File: src/rtl/sensor_pkg.sv
// sensor_pkg: shared frame constants, flag bit positions, state encoding and frame length.
package sensor_pkg;
  localparam logic [7:0] HEADER_DEFAULT = 8'hAA;
  localparam int FLAG_VALID = 0;
  localparam int FLAG_OVERRUN = 1;
  typedef enum logic [1:0] {IDLE, SHIFT, TAIL} state_t;
  function automatic int frame_len(input int n, input int w);
    return 3 + n * (2 * w + 1);
  endfunction
endpackage

File: src/rtl/sync_edge_det.sv
// sync_edge_det: 2-flop synchroniser plus rise/fall detector for an asynchronous pin.
module sync_edge_det #(
  parameter logic INIT = 1'b0
) (
  input  logic clk,
  input  logic rst_n,
  input  logic d,
  output logic q,
  output logic rise,
  output logic fall
);
  logic [2:0] s;
  always_ff @(posedge clk) s <= !rst_n ? {3{INIT}} : {s[1:0], d};
  assign q = s[1];
  assign rise = s[1] & ~s[2];
  assign fall = ~s[1] & s[2];
endmodule

File: src/rtl/spi_sensor_streamer.sv
// spi_sensor_streamer: latches sensor samples and streams them as a checksummed SPI mode-0 frame.
module spi_sensor_streamer
  import sensor_pkg::*;
#(
  parameter int N_SENSORS = 2,
  parameter int WORDS_PER_SENSOR = 7,
  parameter logic [7:0] HEADER = HEADER_DEFAULT
) (
  input  logic clk,
  input  logic rst_n,
  input  logic [N_SENSORS-1:0] sample_valid,
  input  logic [N_SENSORS*WORDS_PER_SENSOR*16-1:0] sample_data,
  input  logic sck,
  input  logic cs_n,
  input  logic sdi,
  output logic sdo,
  input  logic load,
  output logic done,
  output logic frame_done,
  output logic frame_abort
);
  localparam int N = N_SENSORS;
  localparam int W = WORDS_PER_SENSOR;
  localparam int L = frame_len(N, W);
  localparam int FB = L * 8;
  localparam int CW = $clog2(FB + 1);
  state_t state, state_d;
  logic sck_q, sck_rise, sck_fall, cs_q, cs_rise, cs_fall, load_q, load_rise, load_fall;
  logic snap, adv, fin, abort, armed;
  logic [1:0] settle;
  logic [N*W*16-1:0] hold;
  logic [N-1:0] valid, ovr;
  logic [7:0] seq, sum, flags;
  logic [15:0] word;
  logic [FB-1:0] frame, sh;
  logic [CW-1:0] cnt;
  logic unused;
  sync_edge_det #(.INIT(1'b0)) u_sck (.clk(clk), .rst_n(rst_n), .d(sck), .q(sck_q), .rise(sck_rise), .fall(sck_fall));
  sync_edge_det #(.INIT(1'b1)) u_cs (.clk(clk), .rst_n(rst_n), .d(cs_n), .q(cs_q), .rise(cs_rise), .fall(cs_fall));
  sync_edge_det #(.INIT(1'b0)) u_load (.clk(clk), .rst_n(rst_n), .d(load), .q(load_q), .rise(load_rise), .fall(load_fall));
  assign unused = &{1'b0, sdi, sck_q, sck_rise, load_q, load_fall};
  always_comb begin
    frame = '0;
    word = '0;
    flags = '0;
    sum = seq;
    frame[FB-1 -: 8] = HEADER;
    frame[FB-9 -: 8] = seq;
    for (int i = 0; i < N; i++) begin
      for (int j = 0; j < W; j++) begin
        word = hold[(i*W+j)*16 +: 16];
        frame[FB-17-(i*(2*W+1)+2*j)*8 -: 16] = word;
        sum = sum + word[15:8] + word[7:0];
      end
      flags = '0;
      flags[FLAG_VALID] = valid[i];
      flags[FLAG_OVERRUN] = ovr[i];
      frame[FB-17-(i*(2*W+1)+2*W)*8 -: 8] = flags;
      sum = sum + flags;
    end
    frame[7:0] = sum;
  end
  always_comb begin
    state_d = state;
    snap = 1'b0;
    adv = 1'b0;
    fin = 1'b0;
    abort = 1'b0;
    case (state)
      IDLE: begin
        snap = cs_fall && armed;
        state_d = snap ? SHIFT : IDLE;
      end
      SHIFT: begin
        abort = cs_rise;
        adv = sck_fall && !cs_rise;
        state_d = cs_rise ? IDLE : (adv && cnt == CW'(FB - 1)) ? TAIL : SHIFT;
      end
      TAIL: begin
        fin = cs_rise;
        state_d = cs_rise ? IDLE : TAIL;
      end
      default: state_d = IDLE;
    endcase
  end
  // armed blocks a frame from starting when reset releases with cs_n already low
  always_ff @(posedge clk) begin
    if (!rst_n) begin
      state <= IDLE;
      seq <= '0;
      valid <= '0;
      ovr <= '0;
      hold <= '0;
      sh <= '0;
      cnt <= '0;
      sdo <= 1'b0;
      done <= 1'b0;
      frame_done <= 1'b0;
      frame_abort <= 1'b0;
      settle <= '0;
      armed <= 1'b0;
    end else begin
      state <= state_d;
      frame_done <= fin;
      frame_abort <= abort;
      settle <= settle + {1'b0, settle != 2'd3};
      armed <= armed | (settle == 2'd3 && cs_q);
      sdo <= snap ? frame[FB-1] : adv ? sh[FB-1] : sdo & (state_d == SHIFT);
      sh <= snap ? frame << 1 : adv ? sh << 1 : sh;
      cnt <= snap ? '0 : adv ? cnt + CW'(1) : cnt;
      seq <= seq + {7'b0, fin};
      valid <= snap ? sample_valid : valid | sample_valid;
      ovr <= snap ? '0 : ovr | (valid & sample_valid);
      done <= state == IDLE ? !snap && !load_rise && (done || |sample_valid) : cs_rise && |(valid | sample_valid);
      for (int i = 0; i < N; i++)
        if (sample_valid[i]) hold[i*W*16 +: W*16] <= sample_data[i*W*16 +: W*16];
    end
  end
endmodule

File: config.mk
export PLATFORM = sky130hd
export DESIGN_NAME = spi_sensor_streamer
export DESIGN_NICKNAME = d
export VERILOG_FILES = /design/src/rtl/sensor_pkg.sv /design/src/rtl/sync_edge_det.sv /design/src/rtl/spi_sensor_streamer.sv
export SDC_FILE = /design/constraint.sdc
export NUM_CORES = 1
export LEC_CHECK = 0
export ABC_AREA = 1
export CORE_ASPECT_RATIO = 0.7
export CORE_MARGIN = 5
export CORE_UTILIZATION = 40
export CTS_BUF_LIST = sky130_fd_sc_hd__clkbuf_4 sky130_fd_sc_hd__clkbuf_8
export DETAILED_ROUTE_END_ITERATION = 8
export DONT_BUFFER_PORTS = 1
export PLACE_DENSITY_LB_ADDON = 0.25
export SYNTH_ARGS = -nofsm -noshare
export SYNTH_HDL_FRONTEND = slang
export SYNTH_SLANG_ARGS = --single-unit
File: constraint.sdc
create_clock -name clk -period 7.1 [get_ports clk]
set_input_delay 0.71 -clock clk [delete_from_list [all_inputs] [get_ports clk]]
set_output_delay 0.71 -clock clk [all_outputs]
set_load 0.01 [all_outputs]
* Word level (Yosys, flattened, before mapping)
Cells that the tools add are included.
** Word-level totals
- Register bits :: 526
- Input bits :: 232
- Output and inout port bits :: 4
- Logic and storage cells :: 102
** Operators by class
- Add/subtract/negate cells :: 33
- Equality and inequality tests :: 6
- Multiplexer cells :: 14
- Bitwise logic cells :: 14
- Reductions and logical operators :: 17
** Operators with widths (count)
- $mux 263 :: 2
- $add 8x8->8 :: 28
- $add 8x2->8 :: 2
- $add 9x1->9 const B :: 1
- $eq 9x9->1 const B :: 1
- $add 8x1->8 :: 1
- $mux 2 :: 4
- $logic_and 1x1->1 :: 7
- $mux 1 :: 7
- $pmux 2 s3 :: 1
- $reduce_or 2->1 :: 3
- $and 1x1->1 :: 5
- $not 1->1 :: 5
- $eq 2x1->1 const B :: 2
- $eq 2x2->1 const B :: 2
- $or 2x2->2 :: 2
- $logic_not 1->1 :: 3
- $add 2x1->2 :: 1
- $and 2x2->2 :: 1
- $logic_not 2->1 :: 1
- $ne 2x2->1 const B :: 1
- $reduce_and 2->1 :: 1
- $reduce_bool 2->1 :: 1
- $logic_or 1x1->1 :: 1
- $or 1x1->1 :: 1

* Longest topological paths before layout
- Depth in word-level cells :: 31
- Mapped depth :: 32

* Hierarchy
Synthesis repeated with hierarchy kept, for this count alone.
** Unflattened totals
- Cells, all modules :: 2926
- Area total of the unflattened synthesis :: 24523.5 sq um
** Modules (own cells, without submodules)
- spi_sensor_streamer :: times used 1, cells each 2888, area each 24229.5 sq um
- sync_edge_det (u_load ...) :: times used 2, cells each 13, area each 100.1 sq um
- sync_edge_det (u_cs) :: times used 1, cells each 12, area each 93.8 sq um

* Worst setup path after synthesis
OpenSTA, ideal clock, no wires.
- Path kind :: reg-to-reg
- Start :: reg hold[171]
- End :: reg sh[8]
- Library setup time :: 0.132 ns
- Arrival :: 5.737 ns
- Setup slack :: 1.231 ns
- Cell stages (with the launch flop) :: 29
- Period minus slack after synthesis :: 5.869 ns
- Cells stage by stage :: dfxtp_1 > inv_1 > fa_1 > inv_1 > fa_1 > inv_1 > fa_1 > fa_1 > inv_1 > fa_1 > fa_1 > fa_1 > inv_1 > fa_1 > inv_1 > ha_1 > inv_1 > nor3_1 > nand2_1 > nand3_1 > nand3_1 > nand2_1 > nand3_1 > nand2_1 > inv_1 > nand2_1 > nand3_1 > nand2_1 > a21oi_1
** Between the ends
- Longest elaborated chain between the ends :: 10
** Ends and longest elaborated chain
- start: declaration :: RTL line spi_sensor_streamer.sv:31 : logic [N*W*16-1:0] hold;
- start signal: indexed assignment :: RTL line spi_sensor_streamer.sv:116 : if (sample_valid[i]) hold[i*W*16 +: W*16] <= sample_data[i*W*16 +: W*16];
- $add 8x8->8 (8 in a row) :: RTL line spi_sensor_streamer.sv:53 : sum = sum + word[15:8] + word[7:0];
- $add 8x2->8 :: RTL line spi_sensor_streamer.sv:59 : sum = sum + flags;
- $mux 263 :: RTL line spi_sensor_streamer.sv:109 : sh <= snap ? frame << 1 : adv ? sh << 1 : sh;
- end signal: assignment :: RTL line spi_sensor_streamer.sv:109
- end: declaration :: RTL line spi_sensor_streamer.sv:35 : logic [FB-1:0] frame, sh;
Every way passes these cells.
A chain may end at the register's enable or synchronous reset.

* Worst setup path in the final report
- Start :: reg hold[174]
- End :: reg sh[8]
The elaborated chain is that of the path after synthesis.

==> results.tsv <==
metric	value	unit
wire_per_inst	18.71	um
port_buffers	0	
core_area	0.06025	mm^2
numCtsBuffers	86	
slew_headroom	29.68	%
max-vdd-ir-drop	1.405	mV
layout_min_cycle_time	6455	ps
finalHoldViolations	0	
met2_usage	30.66	%
busiest_layer	met2	
worstMarginPinSlew	1055	ps
grt_setup_unrepaired	no	
holdWs	156.8	ps
status	finished clean	
netlist_instances	2892	
syn_area_per_cell	8.450	um^2
finalMaxSlewViolations	0	
place_area	0.02476	mm^2
hpwl	47060	um
ys_seq_area_share	43.09	%
ctsHoldBuffers	0	
antenna_found_initial	3	
crit_arrival	6990	ps
grt_use_met1	29.95	%
die_y	216.8	um
fp.dieArea	0.06622	mm^2
cts_tree	built	
tns	0	ps
area_delta_synth_final	8.402	%
route.detailed.drc	0	
dp.cells	3523	
synth-edff-count	0	
clock_skew	32.24	ps
power.density	508.1	mW/mm^2
max_stage_delay	580	ps
cpMaxStageDelayCell	fa_1	
worst_setup_path_end_kind	flip-flop	
crit_type	reg -> reg	
cpMostUsedCell	fa_1	
post_cts_buffers	0	
drt-total-wl	68680	um
required	7630	ps
drive_gt1_share	6.289	%
grt_pass1_vias	18818	
grt-ovfl-total	0	
final_area	0.02649	mm^2
period_share	90.91	%
cts_max_path_buffers	3	
leakage	10.57	nW
grt_pass1_wl	107400	um
groute.usage.overall	20.23	%
regArea	0.01053	mm^2
via_per_inst	5.275	
ys.flop_type	dfxtp_1	
cpLargestDelayFamily	adder cells	
synthDistinctLibCells	37	
gp_congestion	0.8568	
vias	19364	
start_util	40.56	%
htreeDepth	3	
clock_latency	680	ps
initialDrtViolationCount	1697	
clk_pin_slew	60	ps
cts_resized	0	
multiInputGateArea	0.01148	mm^2
hp-class	in -> reg	
ant_nets	0	
stdcell_count	3671	
total_power	13.46	mW
netlist_area	0.02444	mm^2
drv_cap	0	
die_w	305.4	um
grtUsageMet3	3.479	%
startpoint_type	flip-flop	
worst-path-max-fanout	4	
io_pins	236	
rows	75	
cts_root_buffer	clkbuf_8	
yosys_warnings	0	
path_buf_inv	7	
final_nets	3228	
clock_sinks	526	
synth-async-reset-ratio	0	%
grt_max_degree	316	
syn-num-nets	3317	
ys_ff_latch	526	
finalSetupViolations	0	
fill_cells	6006	
timing.fmax	154.9	MHz
drt-pass1-iter-count	5	
cells in the final DEF, fill, tap and decap left out, types with 29 or more instances in the layout:
cell / synthesis / routed
dfxtp_1: 526 / 526
inv_1: 423 / 422
a21oi_1: 382 / 382
nor2_1: 339 / 339
nand2_1: 259 / 259
o21ai_0: 227 / 227
fa_1: 170 / 170
clkbuf_8: 0 / 104
a22oi_1: 91 / 91
o22ai_1: 74 / 74
o221ai_1: 72 / 72
clkbuf_4: 0 / 30
nand3_1: 29 / 29
state kept, by name (all words and copies together) (netlist names):
name,count
seq,8
frame_done,1
ovr,2
u_cs.s,3
settle,2
hold,224
u_sck.s,3
sdo,1
valid,2
done,1
u_load.s,3
armed,1
sh,263
cnt,9
state,2
frame_abort,1
per-stage QoR:
stage,utilization (%),setup slack (ps)
floorplan,-,1231
global placement,41.09,650.1
detailed placement,41.09,645.0
CTS,43.97,651.7
global route,43.97,338.8
finish,43.97,645.1
power breakdown:
group          switching, mW  internal (mW)
clock                   1.23           1.48
sequential            0.0901           3.07
combinational           4.51           3.09
total                   5.83           7.63
cell families after synthesis:
kind of cell	share of synthesized area (%)
compound gates	20.39
xor+xnor	0.9318
fa+ha+maj	15.10
buf+inv	9.953
flops	43.09
simple gates	10.53
Yosys cell counts, types with 2 or more instances:
master      n  area [um^2]
dfxtp_1   526        10530
inv_1     423         1588
buf_2      45        225.2
nor3_1      5        25.02
xnor2_1    16        140.1
a21oi_1   382         1912
nand4_1     3        18.77
fa_1      170         3403
clkinv_1    2        7.510
a31oi_1     7        43.79
buf_4      10        75.07
xor2_1     10        87.58
buf_1       4        15.01
nand3_1    29        145.1
nor2_1    339         1272
o21ai_0   227         1136
ha_1       23        287.8
a22oi_1    91        683.2
nor4_1      5        31.28
nand3b_1    3        22.52
o22ai_1    74        462.9
o221ai_1   72        630.6
clkbuf_1  131        491.7
a32oi_1     2        17.52
o21ai_1    14        70.07
nand2_1   259        972.2
or2_2       2        12.51
nor2_2      2        12.51
inv_2       8        30.03
worst paths after layout:
kind | endpoint | start | cells after the start | slack [ps]
worst max-delay path | sh[8] | hold[174] | 28 | 650
worst min-delay path | u_sck.s[0] | sck | 2 | 160
worst max register to register | sh[8] | hold[174] | 28 | 650
worst min register to register | u_load.s[1] | u_load.s[0] | 2 | 420
final cells by class:
cell class	count	area share, %
sequential	526	39.75
multi-input combinational	1743	43.32
tap	808	3.816
timing repair buffer	13	0.3684
clock inverter	13	0.2881
inverter	433	6.197
antenna	1	0.009446
clock buffer	134	6.253
per-layer routing:
metal	wire [um]	part of all wire (%)	vias to the layer above
li1	-	-	9275
met1	32970	48	9436
met2	30490	44	555
met3	3708	5.4	98
met4	1511	2.2	0
met5	0	0	-
Power figures use the tool's default switching activity.
